File: src/rtl/run_pattern_gen_pkg.sv
// Shared state encoding and run-length legality helper for run_pattern_gen.
package run_pattern_gen_pkg;

  typedef enum logic [2:0] {
    IDLE = 3'd0,
    ERR  = 3'd1,
    PRE  = 3'd2,
    RUN  = 3'd3,
    TERM = 3'd4,
    DONE = 3'd5
  } state_e;

  function automatic logic len_legal(
    input int unsigned len,
    input int unsigned max_run
  );
    return (len != 0) && (len <= max_run);
  endfunction

endpackage

File: src/rtl/run_pattern_gen_counter.sv
// Loadable down counter; at_one marks the last RUN cycle so it never wraps.
module run_down_counter #(
  parameter int unsigned W = 4
) (
  input  logic         clk,
  input  logic         rst,
  input  logic         load_i,
  input  logic         dec_i,
  input  logic [W-1:0] load_val_i,
  output logic [W-1:0] value_o,
  output logic         at_one_o
);

  logic [W-1:0] value_q;
  logic [W-1:0] value_d;

  always_comb begin
    value_d = value_q;
    if (load_i) begin
      value_d = load_val_i;
    end else if (dec_i) begin
      value_d = value_q - W'(1);
    end
  end

  always_ff @(posedge clk or posedge rst) begin
    if (rst) begin
      value_q <= '0;
    end else begin
      value_q <= value_d;
    end
  end

  assign value_o  = value_q;
  assign at_one_o = (value_q == W'(1));

endmodule

File: src/rtl/run_pattern_gen.sv
// Framed run-of-ones serial transmitter (0, N ones, 0, then IDLE_LVL).
// Optional RUN_PATTERN_GEN_REPEAT_EN adds repeat_i for back-to-back frames.
module run_pattern_gen #(
  parameter int unsigned MAX_RUN  = 15,
  parameter int unsigned CNT_W    = $clog2(MAX_RUN + 1),
  parameter logic        IDLE_LVL = 1'b1
) (
  input  logic             clk,
  input  logic             rst,
  input  logic             start,
  input  logic [CNT_W-1:0] run_len,
`ifdef RUN_PATTERN_GEN_REPEAT_EN
  input  logic             repeat_i,
`endif
  output logic             outp,
  output logic             busy,
  output logic             done,
  output logic             err
);

  import run_pattern_gen_pkg::*;

  state_e           state_q;
  state_e           state_d;
  logic [CNT_W-1:0] len_q;
  logic [CNT_W-1:0] cnt;
  logic [CNT_W-1:0] load_val;
  logic             load;
  logic             dec;
  logic             at_one;
  logic             legal;
  logic             rpt;
  logic             accept;
  logic             outp_q;
  logic             busy_q;
  logic             done_q;
  logic             err_q;

`ifdef RUN_PATTERN_GEN_REPEAT_EN
  assign rpt = repeat_i;
`else
  assign rpt = 1'b0;
`endif

  assign legal  = len_legal(32'(run_len), MAX_RUN);
  assign accept = (state_q == IDLE) && start && legal;

  // Repeat reloads from the latched length, not the live input.
  assign load     = accept || ((state_q == DONE) && rpt);
  assign load_val = (state_q == DONE) ? len_q : run_len;
  assign dec      = (state_q == RUN) && (cnt != '0);

  run_down_counter #(
    .W (CNT_W)
  ) u_cnt (
    .clk        (clk),
    .rst        (rst),
    .load_i     (load),
    .dec_i      (dec),
    .load_val_i (load_val),
    .value_o    (cnt),
    .at_one_o   (at_one)
  );

  always_comb begin
    state_d = IDLE;
    case (state_q)
      IDLE: begin
        if (start) begin
          state_d = legal ? PRE : ERR;
        end else begin
          state_d = IDLE;
        end
      end
      ERR:     state_d = IDLE;
      PRE:     state_d = RUN;
      RUN:     state_d = at_one ? TERM : RUN;
      TERM:    state_d = DONE;
      DONE:    state_d = rpt ? PRE : IDLE;
      default: state_d = IDLE;
    endcase
  end

  // Outputs are registered from the next state, so they track state_q.
  always_ff @(posedge clk or posedge rst) begin
    if (rst) begin
      state_q <= IDLE;
      len_q   <= '0;
      outp_q  <= IDLE_LVL;
      busy_q  <= 1'b0;
      done_q  <= 1'b0;
      err_q   <= 1'b0;
    end else begin
      state_q <= state_d;
      if (accept) begin
        len_q <= run_len;
      end
      outp_q <= IDLE_LVL;
      busy_q <= 1'b0;
      done_q <= 1'b0;
      err_q  <= 1'b0;
      unique case (1'b1)
        (state_d == ERR): begin
          err_q <= 1'b1;
        end
        (state_d == PRE): begin
          outp_q <= 1'b0;
          busy_q <= 1'b1;
        end
        (state_d == RUN): begin
          outp_q <= 1'b1;
          busy_q <= 1'b1;
        end
        (state_d == TERM): begin
          outp_q <= 1'b0;
          busy_q <= 1'b1;
        end
        (state_d == DONE): begin
          busy_q <= 1'b1;
          done_q <= 1'b1;
        end
        default: begin
          outp_q <= IDLE_LVL;
        end
      endcase
    end
  end

  assign outp = outp_q;
  assign busy = busy_q;
  assign done = done_q;
  assign err  = err_q;

endmodule

File: config.mk
export PLATFORM = sky130hd
export DESIGN_NAME = run_pattern_gen
export DESIGN_NICKNAME = d
export VERILOG_FILES = /design/src/rtl/run_pattern_gen_pkg.sv /design/src/rtl/run_pattern_gen_counter.sv /design/src/rtl/run_pattern_gen.sv
export SDC_FILE = /design/constraint.sdc
export NUM_CORES = 1
export LEC_CHECK = 0
export CORE_UTILIZATION = 45
export CTS_CLUSTER_SIZE = 20
export DETAILED_ROUTE_END_ITERATION = 16
export PLACE_DENSITY = 0.73
export RECOVER_POWER = 100
export SYNTH_ARGS = -nofsm -noshare
export SYNTH_HDL_FRONTEND = slang
export SYNTH_SLANG_ARGS = --single-unit
File: constraint.sdc
create_clock -name clk -period 1.32 [get_ports clk]
set_input_delay 0.264 -clock clk [delete_from_list [all_inputs] [get_ports clk]]
set_output_delay 0.264 -clock clk [all_outputs]
set_load 0.005 [all_outputs]
# --- After elaboration in Yosys (flattened, before gate mapping) ---
# Index checks and enable logic that the tools add are counted.
word_totals:
  input_bits: 7
  n_memories: 0
  reg_bits: 15
  ram_bits: 0
  out_inout_bits: 4
  latch_bits: 0
  rom_bits: 0
  word_cells: 38
classes:
  n_shift: 0
  reduce_logical: 9
  n_mux: 11
  n_addsub: 1
  mul: 0
  bitwise_logic: 0
  magnitude_cmp: 0
  div_mod_pow: 0
  n_eq_ne: 10
ops:
  columns: ["op", "n"]
  rows:
  - ["$eq A3 B2 Y1 const B", 4]
  - ["$eq A3 B3 Y1 const B", 4]
  - ["$mux W4", 3]
  - ["$pmux W3 S4", 1]
  - ["$reduce_bool A4 Y1", 2]
  - ["$eq A4 B1 Y1 const B", 1]
  - ["$mux W1", 4]
  - ["$mux W2", 2]
  - ["$reduce_or A4 Y1", 1]
  - ["$sub A4 B1 Y4 const B", 1]
  - ["$eq A3 B1 Y1 const B", 1]
  - ["$logic_and A1 B1 Y1", 3]
  - ["$logic_not A3 Y1", 1]
  - ["$mux W3", 1]
  - ["$reduce_bool A2 Y1", 1]
  - ["$reduce_or A2 Y1", 1]

# --- Depth between registers and ports, before layout ---
logic_depth:
  ltp_word: 7
  mapped_depth: 5

# --- By module ---
# From an unflattened synthesis, not the netlist that was laid out.
unflattened:
  hier_cells: 70
  area_unflattened_um2: 793.3
by_module_without_submodules:
  columns: ["mod", "n_inst", "cells_per_inst", "area_per_inst_um2", "seq_area_each_um2"]
  rows:
  - ["run_pattern_gen", 1, 46, 549.3, 276.5]
  - ["run_down_counter", 1, 24, 244.0, 100.1]

# --- Least setup slack after synthesis ---
# No wires, ideal clock.
synth_path:
  kind: "register to register"
  from: "reg state_q[1]"
  to: "reg len_q[2]"
  setup_ns: 0.123
  synth_period_minus_slack_ns: 1.364
  path_stages_with_launch: 6
  arrival_time_ns: 1.241
  path_slack_ns: -0.044
  t_required_ns: 1.197
  path_cell_list: "dfrtp_1 -> nor4b_4 -> nand2b_1 -> buf_2 -> nor2_1 -> nor2_1"
synth_between:
  elab_chain_len: 3
synth_rtl:
  columns: ["item", "line", "source"]
  rows:
  - ["start, declared", "run_pattern_gen.sv:23", "state_e state_q;"]
  - ["start signal, assigned", "run_pattern_gen.sv:94", "state_q <= state_d;"]
  - ["$logic_not A3 Y1", "run_pattern_gen.sv:46", "assign accept = (state_q == IDLE) && start && legal;"]
  - ["$logic_and A1 B1 Y1 (2 in series)", "run_pattern_gen.sv:46", null]
  - ["end signal, assigned", "run_pattern_gen.sv:96", "len_q <= run_len;"]
  - ["end, declared", "run_pattern_gen.sv:25", "logic [CNT_W-1:0] len_q;"]
# No other way between the ends.
# A chain may end at the register's enable or synchronous reset.

# --- Worst setup path after layout ---
layout_path:
  from: "reg state_q[0]"
  to: "reg u_cnt.value_q[3] (netlist: u_cnt.value_o[3])"
layout_between:
  elab_chain_len: 4
  word_cells_on_any_way: 9
layout_rtl:
  columns: ["item", "line", "source"]
  rows:
  - ["$logic_not A3 Y1", "run_pattern_gen.sv:46", null]
  - ["$logic_and A1 B1 Y1 (2 in series)", "run_pattern_gen.sv:46", null]
  - ["$mux W4 / $reduce_bool A2 Y1 (equally long branches)", null, null]
  - ["end signal, assigned", "run_pattern_gen_counter.sv:30", "value_q <= value_d;"]
  - ["end, declared", "run_pattern_gen_counter.sv:14", "logic [W-1:0] value_q;"]
# Several ways; a longest one is shown, not always the timed one.

==> run_results.csv <==
group,metric,value,unit
pwr,switching_share,0.352,
global_routing,grt_max_degree,15,
cts,clk_root_buffer_cell,"clkbuf_4",
worst_setup_path,cp_max_fo,4,
timing,min_period_over_period,1.09,
worst_setup_path,critical_path_arrival,1610,ps
routing,wl_per_cell,13.6,µm
global_routing,grtUsageTotal,0.199,
die,coreArea,1510,µm²
routing,num_vias,610,
cts,clock-sinks,14,
timing,maxSlewViolCount,0,
cts,clock_latency,280,ps
finish,fin_nets,107,
die,start_util,0.478,
routing,drt_wl_total,1.54,mm
pwr,clkPwrFrac,0.140,
die,die_h,42.0,µm
logic_synthesis,avgSynthCellArea,11.3,µm²
place,io_buffers,10,
worst_setup_path,worstSetupPathType,"flip-flop to flip-flop",
global_routing,grt_pass1_vias,605,
cts,numCtsBuffers,3,
timing,rsz0062_at_grt,"true",
cts,cts_tree,"yes",
timing,max_freq,0.695,GHz
flow_run,maxCapViolations,0,
finish,antenna_cells,0,
outcome,violations,"negative setup slack",
global_routing,antenna_found_initial,0,
cts,clockBufferDepth,2,
cts,cts_max_level,1,
logic_synthesis,synthArstFlopShare,1.00,
die,die_x,42.0,µm
finish,syn_to_final_growth,45.7,%
pwr,comb_power_share,0.511,
worst_setup_path,slowest_stage,"dfrtp_1",
routing,drt_iter0_markers,8,
logic_synthesis,yosysMostFrequentCell,"dfrtp_1",
logic_synthesis,synth.distinct_cells,27,
worst_setup_path,crit_chain,"buf_6, and3b_4, a21boi_4, mux2i_1, a21oi_1",
pwr,power.switching,762,µW
finish,final_area,1050,µm²
cts,path_clk_slew,80,ps
place,placed_area,952,µm²
routing,vias_per_cell,5.40,
logic_synthesis,synth_nets,73,
global_routing,grt_overflow_total,0,
pwr,p_leak,0.000528,µW
min_path,hold_class,"input pin to flip-flop",
timing,tns,-589,ps
die,rows,14,
die,dieArea,1770,µm²
outcome,outcome,"finished with violations",
logic_synthesis,ys_ff_latch,14,
logic_synthesis,synth_top_area_share,0.451,
global_routing,grt_pass1_wl,2.61,mm
timing,tightest_slew,726,ps
timing,hold_viol_final,0,
routing,drtPass1Iterations,4,
timing,setup_viol,8,
logic_synthesis,ys_seq_area_frac,0.488,
worst_setup_path,worstSetupStartpointType,"flip-flop",
worst_setup_path,cp.required,1490,ps
logic_synthesis,synthCells,64,
logic_synthesis,yosys_warnings,0,
place,dp_hpwl,1.13,mm
finish,drive_gt1_frac,0.371,
pwr,p_per_area,2060,nW/µm²
routing,drc_errors,0,
place,place_congestion,0.780,
die,ios,11,
logic_synthesis,synth_edf_count,0,
timing,fin_crit,1440,ps
logic_synthesis,synth_area_leaders,"dfrtp_1 45%, a221oi_2 4.2%, dfstp_2 3.6%",
logic_synthesis,yosys-top-cells-count,"13 x dfrtp_1, 5 x inv_1, 5 x nor2_1, 4 x a21oi_1",
logic_synthesis,synth.largest_area_cell,"dfrtp_1",
pwr,intPower,1400,µW
pwr,ir_drop,0.00102,V
worst_setup_path,endpoint_kind,"flip-flop",
routing,postRouteAntennaNets,0,
worst_setup_path,slowest_delay,440,ps
timing,relSlewSlack,0.516,
logic_synthesis,synth_area,721,µm²
timing,fin_skew,0.437,ps
pwr,p_seq_frac,0.349,
cts,cts_hold_buffers,0,
logic_synthesis,ys.flop_type,"dfrtp_1",
timing,finalWorstSetupSlack,-120,ps
[cell type report]
class                   count  area, µm²
clock buffers               4       36.3
fillers                   121        457
inverters                   5       18.8
multi-input cells          44        369
flip-flops and latches     14        353
well taps                  16       20.0
repair buffers             30        253
[timing repair]
item / in CTS / in global routing
setup endpoints to repair: 14 / 12
gates resized for setup: 8 / 7
endpoints found under the hold margin: 0 / 0
buffers inserted: 4 / 1
pin swaps: 1 / 3
[cell families after synthesis]
| group | after synthesis | share of synthesized area |
|---|---|---|
| AOI/OAI and AO/OA | 14 | 0.158 |
| xor gates and xnor gates | 2 | 0.0243 |
| adders and majority gates | 2 | 0.0347 |
| buffers and inverters | 6 | 0.0330 |
| DFF | 14 | 0.488 |
| muxes | 4 | 0.0590 |
| and+or+nand+nor | 22 | 0.203 |
[state kept, by name, indices dropped and copies added, names as in the netlist]
register,cells
done,1
len_q,3
state_q,3
outp,1
u_cnt.value_o,4
err,1
busy,1
[critical path: cells and delay by family (launching register included)]
kind	cells	cell delay, ps
compound gates	2	340
simple gates	1	190
buf+inv	1	140
flops	1	440
mux	1	230
[per-stage QoR]
stage               hold WS [ps]  std cells   util  total power (µW)  setup slack [ps]
CTS                          277        112  0.684              2140             -90.1
finish                       331        113  0.697              2170              -120
global route                 332        113  0.697              2330              -167
global placement             484        104  0.632              1740              -411
floorplan                    152         64      -              1370             -32.2
detailed placement           483        104  0.632              1780              -456
[power groups by stage]
stage          combinational (µW)  sequential (µW)  clock (µW)
5_1_grt                      1220              776         341
6_report                     1110              755         304
3_3_place_gp                  992              748           0
4_1_cts                      1070              753         314
2_1_floorplan                 608              761           0
3_5_place_dp                 1010              761           0
[layout by cell type (no fill, tap or decap), types with 2 or more instances in the layout]
cell,synthesis,routed
clkbuf_4,0,3
mux2_2,2,2
a21oi_1,4,4
ha_1,2,2
a221oi_2,2,2
buf_6,0,2
inv_1,5,5
dlymetal6s2s_1,0,3
dfrtp_1,13,12
a22o_1,2,2
clkbuf_1,0,2
nand2b_1,2,2
nand2_1,3,3
nand3_1,3,3
mux2i_1,2,2
o21ai_1,2,3
nor2_1,5,4
dlygate4sd2_1,0,4
buf_4,0,16
[final timing paths]
check                      slack, ps                      endpoint                 start  cells past startpoint
setup / recovery                -120  u_cnt.value_o[3]$_DFFE_PP0P_  state_q[0]$_DFF_PP0_                      5
hold / removal                   330  u_cnt.value_o[0]$_DFFE_PP0P_            run_len[0]                      3
setup reg to reg                -120  u_cnt.value_o[3]$_DFFE_PP0P_  state_q[0]$_DFF_PP0_                      5
hold reg to reg                  510          len_q[3]$_DFFE_PP0P_  len_q[3]$_DFFE_PP0P_                      1
max in group asynchronous        220          state_q[2]$_DFF_PP0_                   rst                      3
min in group asynchronous        600  u_cnt.value_o[2]$_DFFE_PP0P_                   rst                      3
[metal layers]
layer / vias to the layer above / GRT usage / wire length (µm)
met5: - / 0 / 0
met1: 300 / 0.248 / 700
met3: 4 / 0.0388 / 49
met4: 0 / 0.0938 / 26
li1: 291 / - / -
met2: 15 / 0.331 / 765
Note: power is estimated with default switching activity, not from simulation.
==> variant 1 (same flow settings) <==
Change the parameter `MAX_RUN` from 15 to 14.
--- a/src/rtl/run_pattern_gen.sv
+++ b/src/rtl/run_pattern_gen.sv
@@ -3,3 +3,3 @@
 module run_pattern_gen #(
-  parameter int unsigned MAX_RUN  = 15,
+  parameter int unsigned MAX_RUN  = 14,
   parameter int unsigned CNT_W    = $clog2(MAX_RUN + 1),
Formal check against the unedited RTL: not equivalent (Yosys sat finds a counterexample within 4 cycles, from zero or initial values and one cycle with rst high).
==> variant 1 against the unedited design <==
The flow still finishes with violations (setup timing); sequential share of layout area is 3.7 points lower; sequential cell count is 3 lower; area after synthesis is 16% lower; total power fell by 14%; synthesized cell count down 9.4%; design area decreased by 12%; wire length up 12%; setup slack got worse by 160 ps; first-iteration DRC count is 88% higher; critical path type unchanged.
==> variant 1: results (changes against the unedited design) <==
Layout
The share of the final layout cell area in sequential cells came to 29.96% (was 33.61%). The layout multi-input combinational cell count is 41 (was 44). The final-stage net count is 101 (was 107).

The relative area of clock buffers and inverters in the final design is 2.834% (was 3.456%). The multi-input combinational cell area is 342.8 um2 (was 369.1 um2). The fraction of final layout cells with drive strength greater than 1 is 42.86% (was 37.11%). The final-layout non-clock buffer area share was 26.72% (was 24.08%).

The final cell count without fillers is 105 (was 113). The count of buffers not belonging to the clock network in the layout is 31 (was 30).

Power and ir drop
The worst IR drop on VDD is 0.001456 V (was 0.001019 V). The static power due to leakage was 0.4525 nW (was 0.5283 nW).

Route
The overall via count from detail_route is 577 (was 610). The total length of routed wires is 1731 um (was 1541 um). The number of DRC markers after the initial detailed-route iteration is 15 (was 8).

Critical path
The critical-path cell with the highest stage delay is or3b_4 (was dfrtp_1). The worst endpoint data arrival time is 1770 ps (was 1610 ps). The worst setup path startpoint is state_q[2]$_DFF_PP0_ (was state_q[0]$_DFF_PP0_). The delay of the slowest cell on the worst path is 460 ps (was 440 ps). The peak fanout along the critical path came to 5 (was 4).

Floorplan
The row count is 12 (was 14).

Timing
The least setup slack across all paths after layout is -275.5 ps (was -119.7 ps). The final number of setup-violating endpoints came to 5 (was 8). The measured slew at the worst slew-check pin came to 420.6 ps (was 725.6 ps).

Yosys
The mux share of post-synthesis cell area is 1.663% (was 5.903%). Synth area leaders: dfrtp_1, o221a_2, dfstp_2, ha_1, nor4b_4 (was dfrtp_1, a221oi_2, dfstp_2, ha_1, nor4b_4). The synthesized-area fraction occupied by adder cells is 4.158% (was 3.472%). Most used standard cells in the synthesized netlist: dfrtp_1, nor2_1, inv_1, nand2_1 (was dfrtp_1, inv_1, nor2_1, a21oi_1). The synthesized netlist net count was 67 (was 73). The register bit count reported by yosys is 11 (was 14). The number of warning messages in the yosys log was 0 (unchanged). The number of standard cells after synthesis is 58 (was 64). The number of library cell types mapped by synthesis is 28 (was 27). The post-synthesis xor/xnor area fraction is 0% (was 2.431%).

Status
Run status: finished, violations left (unchanged). Failing checks: setup timing (unchanged).

Place
The number of placed cells counting well taps came to 99 (was 104). The HPWL after detailed placement is 1180 um (was 1127 um).

Hold path
The type of the worst min-delay path was in2async (was in2reg).

GRT
The pin count of the biggest net entering global routing is 12 (was 15). The number of global-route vias before repair was 592 (was 605). The first-pass GRT wire length is 2601 um (was 2608 um).

Clock network
The count of cells resized by post-cts repair was 11 (was 8). The buffers inserted during post-CTS setup optimization is 1 (was 4).
variant 1: changes by cell type after synthesis, sizes merged, moves of 2 or more:
cell,unedited run,this run
xnor2,2,0
a22o,2,0
mux2,2,0
nor2b,0,2
a21o,0,2
and2,1,3
o21ai,4,1
dfrtp,13,10
a221oi,2,0
o221a,0,3
variant 1: worst max-delay path: cells and delay by family, from the launching register on:
family          cells  cell delay, ps
simple gates        2             780
compound gates      1             270
flops               1             430
variant 1: final timing paths:
check / to / slack, ps / depth (start not counted)
max in group asynchronous: outp$_DFF_PP1_ / 580 / 2
hold / removal: err$_DFF_PP0_ / 410 / 2
setup reg to reg: u_cnt.value_o[3]$_DFFE_PP0P_ / -280 / 3
hold reg to reg: u_cnt.value_o[1]$_DFFE_PP0P_ / 650 / 2
min in group clk: u_cnt.value_o[2]$_DFFE_PP0P_ / 480 / 3
setup / recovery: u_cnt.value_o[3]$_DFFE_PP0P_ / -280 / 3
variant 1: routing by layer:
layer | routed length, um | global-route usage, % | part of all wire [%]
met3 | 82 | 5.202 | 4.7
met4 | 38 | 6.897 | 2.2
met2 | 899 | 47.92 | 52
met5 | 0 | 0 | 0
met1 | 711 | 32.71 | 41
variant 1: through the flow:
stage               cell area, um2  worst slack, ps  utilization (%)
floorplan                    629.4           -263.2                -
global placement             867.1           -510.9            74.04
detailed placement           867.1           -584.4            74.04
CTS                          902.1           -250.8            77.03
global route                 927.1           -280.1            79.17
finish                       927.1           -275.5            79.17
variant 1: report_power, final:
part | leakage (nW) | switching [mW] | internal, mW | total [mW]
clock | 0.0150 | 0.132 | 0.117 | 0.250
sequential | 0.128 | 0.0812 | 0.465 | 0.546
combinational | 0.309 | 0.472 | 0.590 | 1.06
total | 0.452 | 0.686 | 1.17 | 1.86
==> variant 2 (same flow settings) <==
Without the edit above. Put one more register stage on the output `err`, with the module's reset. The value now appears one clock later. The other outputs are not delayed to match.
--- a/src/rtl/run_pattern_gen.sv
+++ b/src/rtl/run_pattern_gen.sv
@@ -131,3 +131,9 @@
   assign done = done_q;
-  assign err  = err_q;
+  always_ff @(posedge clk or posedge rst) begin
+    if (rst) begin
+      err <= '0;
+    end else begin
+      err <= err_q;
+    end
+  end
 
Behaviour: not the same (a bounded check fails within 4 cycles, from zero or initial values and one cycle with rst high).
==> variant 2 against the unedited design <==
Wire length is 0.52% lower; largest cell class unchanged; via count fell by 0.98%; global-route usage is 0.80 points lower; the flow finishes with violations (DRC, setup timing); sequential share of layout area is 1.7 points higher; critical path type unchanged; total power down 4.1%; sequential cell count rose by 1; sequential power rose by 3.3%; die area grew 8.3%; area after synthesis rose by 8.7%; design area rose by 2.7%; setup slack better by 42 ps; cell count up 3.5%.
==> variant 2: results (changes against the unedited design) <==
Status
Run status: finished, violations left (unchanged). Failing checks: DRC, setup timing (was setup timing).

Clock network
Clock-pin slew was measured on the worst setup and hold paths at 90 ps. The maximum count of clock buffers along a single path is 2 (unchanged). The number of buffers added by the clock tree synthesis step came to 3 (unchanged).

The level count of the clock H-tree was 1 (unchanged). The root buffer cell was clkbuf_4 (unchanged). The latest clock arrival within the worst-skew pair came to 280 ps (about the same).

Place
The pre-CTS worst setup slack is -460.2 ps (was -455.8 ps). The final estimated routing congestion in global placement came to 0.7890 (was 0.7798). The HPWL after detailed placement was 1135 um (was 1127 um).

The number of I/O port buffers was 10 (unchanged).

Route
The number of optimization iterations in the first detailed-route pass is 9 (was 4). The total length of routed wires is 1533 um (was 1541 um). The routed via count divided by cell count came to 5.162 (was 5.398). The DRC violation count after routing is 1 (was 0).

The number of DRC markers after the initial detailed-route iteration is 5 (was 8).

Yosys
The post-synthesis xor/xnor area fraction came to 1.118% (was 2.431%). The synthesized-area fraction occupied by adder cells is 3.195% (was 3.472%). The number of warning messages in the yosys log is 0 (unchanged). The fraction of registers with async set/reset came to 100.0% (unchanged). The synthesized netlist net count is 78 (was 73). Most used standard cells in the synthesized netlist: dfrtp_1, inv_1, nand2_1 (was dfrtp_1, inv_1, nor2_1, a21oi_1).

The number of library cell types mapped by synthesis came to 33 (was 27). The synthesized-area fraction occupied by ao, oa, aoi and oai cells is 15.81% (was 15.80%). The mux share of post-synthesis cell area came to 5.272% (was 5.903%). Synth area leaders: dfrtp_1, mux2i_1, dfstp_2, a22o_1, ha_1 (was dfrtp_1, a221oi_2, dfstp_2, ha_1, nor4b_4).

The proportion of synthesized chip area in sequential cells was 48.08% (was 48.78%).

GRT
The number of antenna violations at the first check in global routing is 0 (unchanged). The overall routing resource usage was 19.07% (was 19.87%). The first-pass GRT wire length is 2622 um (was 2608 um).

The number of global-route vias before repair is 600 (was 605). The pin count of the biggest net entering global routing is 10 (was 15).

Power and ir drop
The worst IR drop on VDD was 0.001012 V (was 0.001019 V). The static power due to leakage is 0.5215 nW (was 0.5283 nW).

Timing
The worst setup skew after layout is 0.6630 ps (was 0.4373 ps). The measured slew at the worst slew-check pin is 509.0 ps (was 725.6 ps). The least setup slack across all paths after layout is -77.98 ps (was -119.7 ps). The final number of setup-violating endpoints was 8 (unchanged).

Layout
The flip-flop count of the largest register, all copies and words added is 4 (unchanged). The fraction of final layout cells with drive strength greater than 1 is 38.61% (was 37.11%). The count of inserted antenna diode cells is 0 (unchanged). The final-stage net count came to 111 (was 107).

The count of filler cells inserted in the layout is 120 (was 121).

Critical path
The sort of element at the end of the critical path is a register (unchanged). The peak fanout along the critical path was 6 (was 4). The worst endpoint data arrival time is 1570 ps (was 1610 ps).

Hold path
The type of the worst min-delay path is in2async (was in2reg).
[variant 2: cells by family after synthesis]
family / count (synthesis)
AND/OR/NAND/NOR: 24
AO/OA/AOI/OAI: 15
flip-flops: 15
buffers and inverters: 8
multiplexers: 4
adder cells (fa/ha/maj): 2
XOR/XNOR: 1
[variant 2: path summary, 6_finish.rpt]
check / cells after the start / endpoint / from / slack, ps
max in group asynchronous: 3 / u_cnt.value_o[1]$_DFFE_PP0P_ / rst / 300
min: 2 / busy$_DFF_PP0_ / rst / 320
max: 5 / u_cnt.value_o[3]$_DFFE_PP0P_ / state_q[2]$_DFF_PP0_ / -80
max reg2reg: 5 / u_cnt.value_o[3]$_DFFE_PP0P_ / state_q[2]$_DFF_PP0_ / -80
min in group clk: 0 / err$_DFF_PP0_ / err_q$_DFF_PP0_ / 360
min reg2reg: 0 / err$_DFF_PP0_ / err_q$_DFF_PP0_ / 360
[variant 2: cell type report]
cell class	count	area [um2]	area share, %
Tap cell	16	20.02	1.856
Timing Repair Buffer	31	244.0	22.62
Multi-Input combinational cell	46	387.9	35.96
Inverter	5	18.77	1.740
Sequential cell	15	380.4	35.27
Clock buffer	3	22.52	2.088
Clock inverter	1	5.005	0.4640
[variant 2: report_power, final]
| part | total [mW] | internal [mW] | switching (mW) | leakage (nW) |
|---|---|---|---|---|
| combinational | 1.04 | 0.581 | 0.456 | 0.325 |
| sequential | 0.780 | 0.637 | 0.143 | 0.179 |
| clock | 0.261 | 0.112 | 0.149 | 0.0177 |
| total | 2.08 | 1.33 | 0.747 | 0.522 |
[variant 2: critical path: stages (launching register included)]
cell      delay, ps
dfrtp_2         450
nor4b_4         370
buf_4           180
nand2b_4         80
o21ai_1         150
a21oi_1          50
[variant 2: metal layers]
layer | GRT usage, % | routed length, um | vias up
li1 | - | - | 306
met1 | 25.74 | 739 | 287
met2 | 30.15 | 742 | 9
met3 | 3.750 | 34 | 2
met4 | 7.500 | 17 | 0
met5 | 0 | 0 | -
[variant 2: repair_timing]
item,in CTS,in global routing
setup buffers,1,4
gates resized for setup,14,2
pin swaps,4,1
setup endpoints to repair,13,11
[variant 2: metrics by stage]
step | cells | TNS, ps | cell area [um2] | power, mW | hold WS, ps
floorplan | 69 | -327.1 | 788.3 | 1.416 | 164.8
global placement | 110 | -3724 | 1016 | 1.737 | 334.2
detailed placement | 110 | -4044 | 1016 | 1.765 | 335.5
CTS | 115 | -121.3 | 1062 | 2.039 | 182.5
global route | 117 | -896.3 | 1079 | 2.230 | 334.1
finish | 117 | -369.9 | 1079 | 2.077 | 320.7
